==> config.mk <==
export PLATFORM = sky130hd
export DESIGN_NAME = bcd_gated_freq_counter
export DESIGN_NICKNAME = d
export VERILOG_FILES = /design/src/rtl/freq_meter_pkg.sv /design/src/rtl/bcd_decade.sv /design/src/rtl/bcd_gated_freq_counter.sv
export SDC_FILE = /design/constraint.sdc
export NUM_CORES = 1
export LEC_CHECK = 0
export ABC_AREA = 0
export CAP_MARGIN = 20
export CORE_ASPECT_RATIO = 1.25
export CORE_MARGIN = 2
export CORE_UTILIZATION = 48
export CTS_CLUSTER_DIAMETER = 40
export DETAILED_ROUTE_END_ITERATION = 12
export PLACE_DENSITY = 0.68
export SETUP_SLACK_MARGIN = 0.05
export SYNTH_ARGS = -nofsm -noshare
export SYNTH_HDL_FRONTEND = slang
export SYNTH_SLANG_ARGS = --single-unit
==> constraint.sdc <==
create_clock -name clock_text -period 6 [get_ports clock_text]
set_input_delay 1.2 -clock clock_text [delete_from_list [all_inputs] [get_ports clock_text]]
set_output_delay 1.2 -clock clock_text [all_outputs]
set_load 0.05 [all_outputs]
==> src/rtl/freq_meter_pkg.sv <==
// Shared types and helpers for the gated BCD frequency counter.
package freq_meter_pkg;

  typedef enum logic [1:0] {
    IDLE  = 2'd0,
    GATE  = 2'd1,
    LATCH = 2'd2
  } state_t;

  localparam logic [3:0] BCD_MAX = 4'd9;

  // Gate counter width; never narrower than one bit.
  function automatic int unsigned gate_cnt_w(input int unsigned cycles);
    return (cycles > 1) ? $clog2(cycles) : 1;
  endfunction

endpackage

==> src/rtl/bcd_decade.sv <==
// One BCD decade: counts 0..9 on carry_in, wraps 9->0, synchronous clear.
module bcd_decade
  import freq_meter_pkg::*;
(
  input  logic       clock_text,
  input  logic       clear_n,
  input  logic       sync_clr,
  input  logic       carry_in,
  output logic [3:0] digit,
  output logic       is_nine
);

  logic [3:0] r_digit;

  always_ff @(posedge clock_text or negedge clear_n) begin
    if (!clear_n) begin
      r_digit <= '0;
    end else if (sync_clr) begin
      r_digit <= '0;
    end else if (carry_in) begin
      r_digit <= (r_digit == BCD_MAX) ? 4'd0 : r_digit + 4'd1;
    end
  end

  assign digit   = r_digit;
  assign is_nine = (r_digit == BCD_MAX);

endmodule

==> src/rtl/bcd_gated_freq_counter.sv <==
// Gated BCD edge counter: synchronises sig_in, counts qualified edges over a
// fixed gate window, latches the result and a saturation flag each window.
module bcd_gated_freq_counter
  import freq_meter_pkg::*;
#(
  parameter int unsigned DIGITS      = 6,
  parameter int unsigned GATE_CYCLES = 50000000,
  parameter int unsigned SYNC_STAGES = 2
) (
  input  logic                  clock_text,
  input  logic                  clear_n,
  input  logic                  enable,
  input  logic                  sig_in,
  input  logic                  edge_mode,
  output logic [4*DIGITS-1:0]   bcd_out,
  output logic                  overflow,
  output logic                  valid,
  output logic                  busy
);

  localparam int unsigned   CW        = gate_cnt_w(GATE_CYCLES);
  localparam int unsigned   BW        = 4 * DIGITS;
  localparam logic [CW-1:0] GATE_LAST = CW'(GATE_CYCLES - 1);

  state_t                 r_state;
  state_t                 w_next;
  logic [SYNC_STAGES-1:0] r_sync;
  logic                   r_hist;
  logic                   r_mode;
  logic                   r_sat;
  logic [CW-1:0]          r_gate_cnt;
  logic [BW-1:0]          r_bcd;
  logic                   r_ovf;
  logic                   r_valid;
  logic                   r_busy;

  logic                   w_sync_last;
  logic                   w_edge;
  logic                   w_start;
  logic                   w_count;
  logic                   w_restart;
  logic                   w_all_nine;
  logic [BW-1:0]          w_work;
  logic [DIGITS-1:0]      w_nine;
  logic [DIGITS-1:0]      w_carry;

  // Synchroniser chain followed by one history flop for edge detection.
  always_ff @(posedge clock_text or negedge clear_n) begin
    if (!clear_n) begin
      r_sync <= '0;
      r_hist <= 1'b0;
    end else begin
      r_sync <= {r_sync[SYNC_STAGES-2:0], sig_in};
      r_hist <= r_sync[SYNC_STAGES-1];
    end
  end

  assign w_sync_last = r_sync[SYNC_STAGES-1];
  assign w_edge      = (w_sync_last != r_hist) && (r_mode || w_sync_last);

  always_ff @(posedge clock_text or negedge clear_n) begin
    if (!clear_n) r_state <= IDLE;
    else          r_state <= w_next;
  end

  always_comb begin
    w_next  = r_state;
    w_start = 1'b0;
    w_count = 1'b0;
    case (r_state)
      IDLE: begin
        if (enable) begin
          w_next  = GATE;
          w_start = 1'b1;
        end
      end
      GATE: begin
        if (!enable) begin
          w_next = IDLE;
        end else begin
          w_count = w_edge;
          if (r_gate_cnt == GATE_LAST) w_next = LATCH;
        end
      end
      LATCH: begin
        w_next = enable ? GATE : IDLE;
      end
      default: w_next = IDLE;
    endcase
  end

  // Window start and the latch cycle both begin a fresh measurement.
  assign w_restart = w_start || (r_state == LATCH);

  always_ff @(posedge clock_text or negedge clear_n) begin
    if (!clear_n) begin
      r_gate_cnt <= '0;
      r_sat      <= 1'b0;
      r_mode     <= 1'b0;
    end else if (w_restart) begin
      r_gate_cnt <= '0;
      r_sat      <= 1'b0;
      r_mode     <= edge_mode;
    end else begin
      if (r_state == GATE)        r_gate_cnt <= r_gate_cnt + CW'(1);
      if (w_count && w_all_nine)  r_sat      <= 1'b1;
    end
  end

  always_ff @(posedge clock_text or negedge clear_n) begin
    if (!clear_n) begin
      r_bcd   <= '0;
      r_ovf   <= 1'b0;
      r_valid <= 1'b0;
      r_busy  <= 1'b0;
    end else begin
      r_valid <= (r_state == LATCH);
      r_busy  <= (w_next == GATE);
      if (r_state == LATCH) begin
        r_bcd <= w_work;
        r_ovf <= r_sat;
      end
    end
  end

  // Carry chain is blocked at the units decade once every decade reads 9.
  assign w_all_nine = &w_nine;
  assign w_carry[0] = w_count && !w_all_nine;

  for (genvar k = 0; k < int'(DIGITS); k++) begin : g_dec
    if (k > 0) begin : g_carry
      assign w_carry[k] = w_carry[k-1] && w_nine[k-1];
    end
    bcd_decade u_decade (
      .clock_text (clock_text),
      .clear_n    (clear_n),
      .sync_clr   (w_restart),
      .carry_in   (w_carry[k]),
      .digit      (w_work[4*k +: 4]),
      .is_nine    (w_nine[k])
    );
  end

  assign bcd_out  = r_bcd;
  assign overflow = r_ovf;
  assign valid    = r_valid;
  assign busy     = r_busy;

endmodule

==> qor.txt <==
status: completed
Synth Net Count: 395
# Post-CTS Setup Buffers: 0
total congestion overflow: 0
# clock sinks: 84
ys async rst share: 100%
DR WL/cell: 14.5 um
IO Count: 32
RSZ-0062 raised after global routing: false
Yosys top cell by area: dfrtp_1
P_leak: 0.00208 uW
chip height: 106 um
clock buffer depth: 2
Via density: 5.66
combinational power share: 5.0%
Max-slew headroom: 52.4%
Power Density: 218 nW/um2
CTS resizes: 0
GRT Overall Usage: 18.0%
CTS tree: built
Hold Crit Class: reg -> reg
R2R Setup Slk: 3.34 ns
Clock Latency Late Sink: 0.36 ns
Seq/Total Area, Yosys: 52.7%
Tightest Pin Transition: 0.708 ns
Residual DRC: 0
Slew Viols, Final: 0
Startpoint Class: primary input
starting density of the core: 48.9%
most frequent cell after synthesis: dfrtp_1
CTS Hold Bufs: 0
PnR worst setup slack: 2.76 ns
GPL Wtd Cong: 0.831
share of cells above drive strength 1: 11.6%
peak supply drop: 0.000136 V
sw frac: 23.6%
unique cell type count in the Yosys netlist: 50
diodes inserted: 0
initial antenna violation count: 0
power share of the clock group: 36.2%
sequential share of power: 58.8%
core footprint: 8150 um2
Worst Setup End Kind: flop
top_reg_cell synth: dfrtp_1
skew final: 0.00589 ns
Mapped Area: 3990 um2
first-pass GRT wire length: 12900 um
Achievable Freq: 309 MHz
Tmin final: 3.24 ns
Layout area overhead: 14.6%
crit path kind: in -> reg
Synth area leaders: dfrtp_1 53%, mux2_2 5.1%, o21ai_0 4.1%
Syn Area/Cell: 10.6 um2
top-area cell type share of the netlist area: 52.7%
drt first pass iters: 4
Final ANT Viol Nets: 0
Synth warnings: 0
final setup violation count: 0
detailed-route via count: 2885
CP max FO: 9
Inserted Clock Buffers: 9
vias in the first global route: 2775
period utilization: 53.9%
Hold Slack: 0.376 ns
pin count of the biggest net entering global routing: 85
DP Worst Slack: 2.39 ns
FP Rows: 37
max-cap viol count: 0
nets@finish: 427
Die W: 85.5 um
initial DRC count: 146
Syn Inst Count: 377
PortBufs: 31
WP data required: 6.25 ns
CTS Root Cell: clkbuf_8
Setup TNS Final: 0 ns
FF+latch count, synth: 84
internal power: 761 uW
placed wire-length estimate: 4960 um
die area: 9050 um2
switching power: 235 uW
crit path DAT: 3.49 ns
clock-pin transition on the worst setup and hold timing paths: 0.08 ns
number of synthesized flops with an enable pin: 0
Commonest cells post-synth: 84 x dfrtp_1, 39 x nand2_1, 33 x o21ai_0
endpoints failing hold: 0
Max H-tree Level: 3
Total Wirelength: 7410 um
-- worst paths after layout --
check | end | startpoint | depth (start not counted)
worst min register to register | r_sync[1] | r_sync[0] | 0
worst max-delay path | g_dec[5].u_decade.digit[3] | enable | 6
worst max register to register | g_dec[5].u_decade.digit[3] | g_dec[0].u_decade.digit[1] | 7
max in group asynchronous | bcd_out[20] | clear_n | 2
min in group asynchronous | bcd_out[6] | clear_n | 1
worst min-delay path | r_sync[1] | r_sync[0] | 0
-- final cells by class --
cell class / instances / area, um2
multi-input combinational: 266 / 1780
fill: 694 / 3580
sequential: 84 / 2100
clock buffer: 13 / 159
timing repair buffer: 34 / 343
tap: 97 / 121
clock inverter: 2 / 10.0
inverter: 14 / 52.6
-- power by group through the flow --
stage	Clock [uW]	Combinational (uW)	Sequential, uW
floorplan	0	26.0	596
global placement	0	47.9	597
detailed placement	0	49.0	597
CTS	372	49.2	586
global route	395	57.7	588
finish	361	49.4	586
-- through the flow --
stage,instance area (um2),cells,utilization (%),total power [uW]
after floorplan,3990,377,-,622
after global placement,4380,494,53.8,645
after detailed placement,4380,494,53.8,646
after CTS,4550,509,55.8,1010
after global routing,4570,510,56.1,1040
final,4570,510,56.1,997
-- registers in the layout (all words and copies together) (netlist names) --
| name | cells |
|---|---|
| r_state | 2 |
| r_gate_cnt | 26 |
| valid | 1 |
| bcd_out | 24 |
| r_sat | 1 |
| busy | 1 |
| r_mode | 1 |
| r_sync | 2 |
| overflow | 1 |
| r_hist | 1 |
| g_dec.u_decade.digit | 24 |
-- critical path, cell delays in order --
cell             delay [ns]
clkdlybuf4s50_1        0.52
nand3b_1               0.19
a2111oi_4              0.53
nand4bb_1              0.46
mux2_4                 0.41
a21o_1                 0.17
-- metal layers --
| layer | vias up | routed length (um) | track usage [%] |
|---|---|---|---|
| met5 | - | 0 | 0 |
| met1 | 1376 | 3560 | 23.9 |
| met2 | 61 | 3380 | 27.5 |
| met3 | 17 | 249 | 3.52 |
| li1 | 1431 | - | - |
| met4 | 0 | 219 | 10.1 |
-- cell usage in the layout, fill, tap and decap left out, types with 2 or more instances in the layout --
cell	netlist	routed
o31ai_1	9	9
nor4b_1	2	2
clkbuf_1	11	2
a32o_1	2	2
ha_1	13	13
nand3b_1	3	3
xnor2_1	2	2
clkdlybuf4s50_1	0	30
buf_4	0	3
nand2_1	39	39
nand4b_1	2	2
o21ai_0	33	33
and2_1	3	3
nand4_1	10	10
nand2b_1	2	2
o211ai_1	7	7
inv_1	14	14
a21oi_1	15	15
a31oi_1	3	3
nor4_1	3	3
clkinv_2	0	2
or2_2	2	2
nor2_1	16	16
nor2b_1	2	2
or3_1	8	8
and3_1	5	5
dfrtp_1	84	84
nor3_1	7	7
or4_2	2	2
mux2_2	18	18
clkbuf_8	0	11
nand3_1	26	26
and3b_1	5	5
mux2i_1	7	7
a21o_1	3	3
-- cells by family after synthesis --
kind of cell | after synthesis | synth area share [%]
adders and majority gates | 13 | 4.08
AOI/OAI and AO/OA | 77 | 12.1
and+or+nand+nor | 147 | 20.7
DFF | 84 | 52.7
muxes | 26 | 7.22
buffers and inverters | 27 | 2.57
xor gates and xnor gates | 3 | 0.659
(Power assumes the default switching activity.)
==> patch, RTL diff (config.mk and constraints unchanged) <==
Set the parameter `GATE_CYCLES` to 25000000 (it was 50000000).
--- a/src/rtl/bcd_gated_freq_counter.sv
+++ b/src/rtl/bcd_gated_freq_counter.sv
@@ -4,7 +4,7 @@
   import freq_meter_pkg::*;
 #(
   parameter int unsigned DIGITS      = 6,
-  parameter int unsigned GATE_CYCLES = 50000000,
+  parameter int unsigned GATE_CYCLES = 25000000,
   parameter int unsigned SYNC_STAGES = 2
 ) (
   input  logic                  clock_text,
Check against the original RTL: same outputs for any inputs over 10 cycles, from zero or initial values; that may be too few to reach the edited logic, so the function may still have changed.
==> patch against the unedited design <==
  * Wire length is 0.69% higher
  * Combinational power is 6.1% lower
  * Synthesized area up 0.38%
  * Design area rose by 0.30%
  * Setup slack better by 0.12 ns
  * First-iteration DRC count fell by 4.8%
  * Total power about the same
  * Sequential cell count fell by 1
  * Largest cell class unchanged
  * Largest power group unchanged
==> patch: results (changes against the unedited design) <==
- Status: complete, no violations
- Post-synth top cells: dfrtp_1 (83), nand2_1 (48), nor2_1 (27)
- Clk_skew: 0.00638 ns (+0.000495 ns)
- Post-Synth Adder-Cell Area: 4.07% (-0.015 points)
- Largest net degree at the start of global routing: 84 (-1.2%)
- Vias in the first global route: 2720 (-2.0%)
- Max-slew headroom: 47.5% (-4.9 points)
- First-pass GRT wire length: 12900 microns (unchanged)
- Largest cells by area after synthesis: dfrtp_1 (52%), mux2_2 (5.3%), nand2_1 (4.5%)
- Placed cell areas: 4380 sq um (-0.11%)
- Sequential share of the synthesized area: 51.9% (-0.82 points)
- Synth Area in Compound Gates: 9.97% (-2.1 points)
- Mux share of post-synthesis cell area: 8.85% (+1.6 points)
- Vias per inst: 5.63 (-0.53%)
- Worst-path maximum fanout: 14 (+5)
- Lkg Pwr: 0.00219 uW (+5.5%)
- Layout cells sized above 1: 11.9% (+0.27 points)
- DP Wirelength: 5090 microns (+2.8%)
- Worst EP arrival: 3.37 ns (-0.12 ns)
- Max IR drop VDD: 0.131 mV (-3.7%)
- Layout Nets: 425 (-0.47%)
- Largest reg by FF count: r_gate_cnt
- Final WL: 7460 microns (+0.69%)
- Max FFs per register: 25 (-3.8%)
- Gp weighted congestion: 0.823 (-1.0%)
- Layout filler cell count: 728 (+4.9%)
- XOR/XNOR share of the synthesized area: 1.31% (+0.65 points)
- GRT Overall Usage: 18.1% (+0.11 points)
[patch: changes by cell type in the layout (fill, tap and decap cells not counted), sizes merged, moves of 5 or more]
cell	before	now
o21ai	34	26
nor2	16	27
nand2	39	48
inv	14	9
o211ai	7	2
mux2i	7	14
a21oi	15	10
[patch: per-layer routing]
metal  part of all wire, %  GRT usage (%)
met1                    45           22.9
met2                    49           29.5
met3                   2.9           3.11
met4                   2.6           9.52
met5                     0              0
[patch: per-stage QoR]
stage	setup WS (ns)	std cells	hold slack [ns]	power, uW
floorplan	3.60	377	0.331	614
global placement	2.62	492	0.335	634
detailed placement	2.51	492	0.342	636
CTS	2.92	508	0.358	1010
global route	2.66	509	0.376	1040
finish	2.88	509	0.355	996
[patch: worst paths after layout]
kind                                                         from                                     end  slack (ns)  cells after the start
max in group asynchronous                                 clear_n                 bcd_out[19]$_DFFE_PN0P_        4.66                      2
min                                           r_sync[0]$_DFF_PN0_                     r_sync[1]$_DFF_PN0_        0.36                      0
min reg2reg                                   r_sync[0]$_DFF_PN0_                     r_sync[1]$_DFF_PN0_        0.36                      0
max                                                        enable  g_dec[2].u_decade.digit[3]$_DFFE_PN0P_        2.88                      6
max reg2reg                g_dec[1].u_decade.digit[1]$_DFFE_PN0P_  g_dec[2].u_decade.digit[3]$_DFFE_PN0P_        3.52                      7
min in group asynchronous                                 clear_n                  bcd_out[3]$_DFFE_PN0P_        0.75                      1
[patch: final cells by class]
class | count | area, sq um | area share, %
sequential | 83 | 2080 | 45.3
tap | 97 | 121 | 2.65
clock buffer | 12 | 155 | 3.39
clock inverter | 4 | 25.0 | 0.546
timing repair buffer | 34 | 350 | 7.64
multi-input combinational | 270 | 1820 | 39.7
inverter | 9 | 33.8 | 0.737
[patch: power breakdown]
| group | internal, uW | total [uW] | switching (uW) |
|---|---|---|---|
| clock | 172 | 370 | 198 |
| sequential | 568 | 579 | 10.9 |
| combinational | 15.3 | 46.4 | 31.0 |
[patch: kinds of logic after synthesis]
logic type,Yosys count
AO/OA/AOI/OAI,60
multiplexers,33
XOR/XNOR,6
adder cells (fa/ha/maj),13
buffers and inverters,24
AND/OR/NAND/NOR,158
flip-flops,83
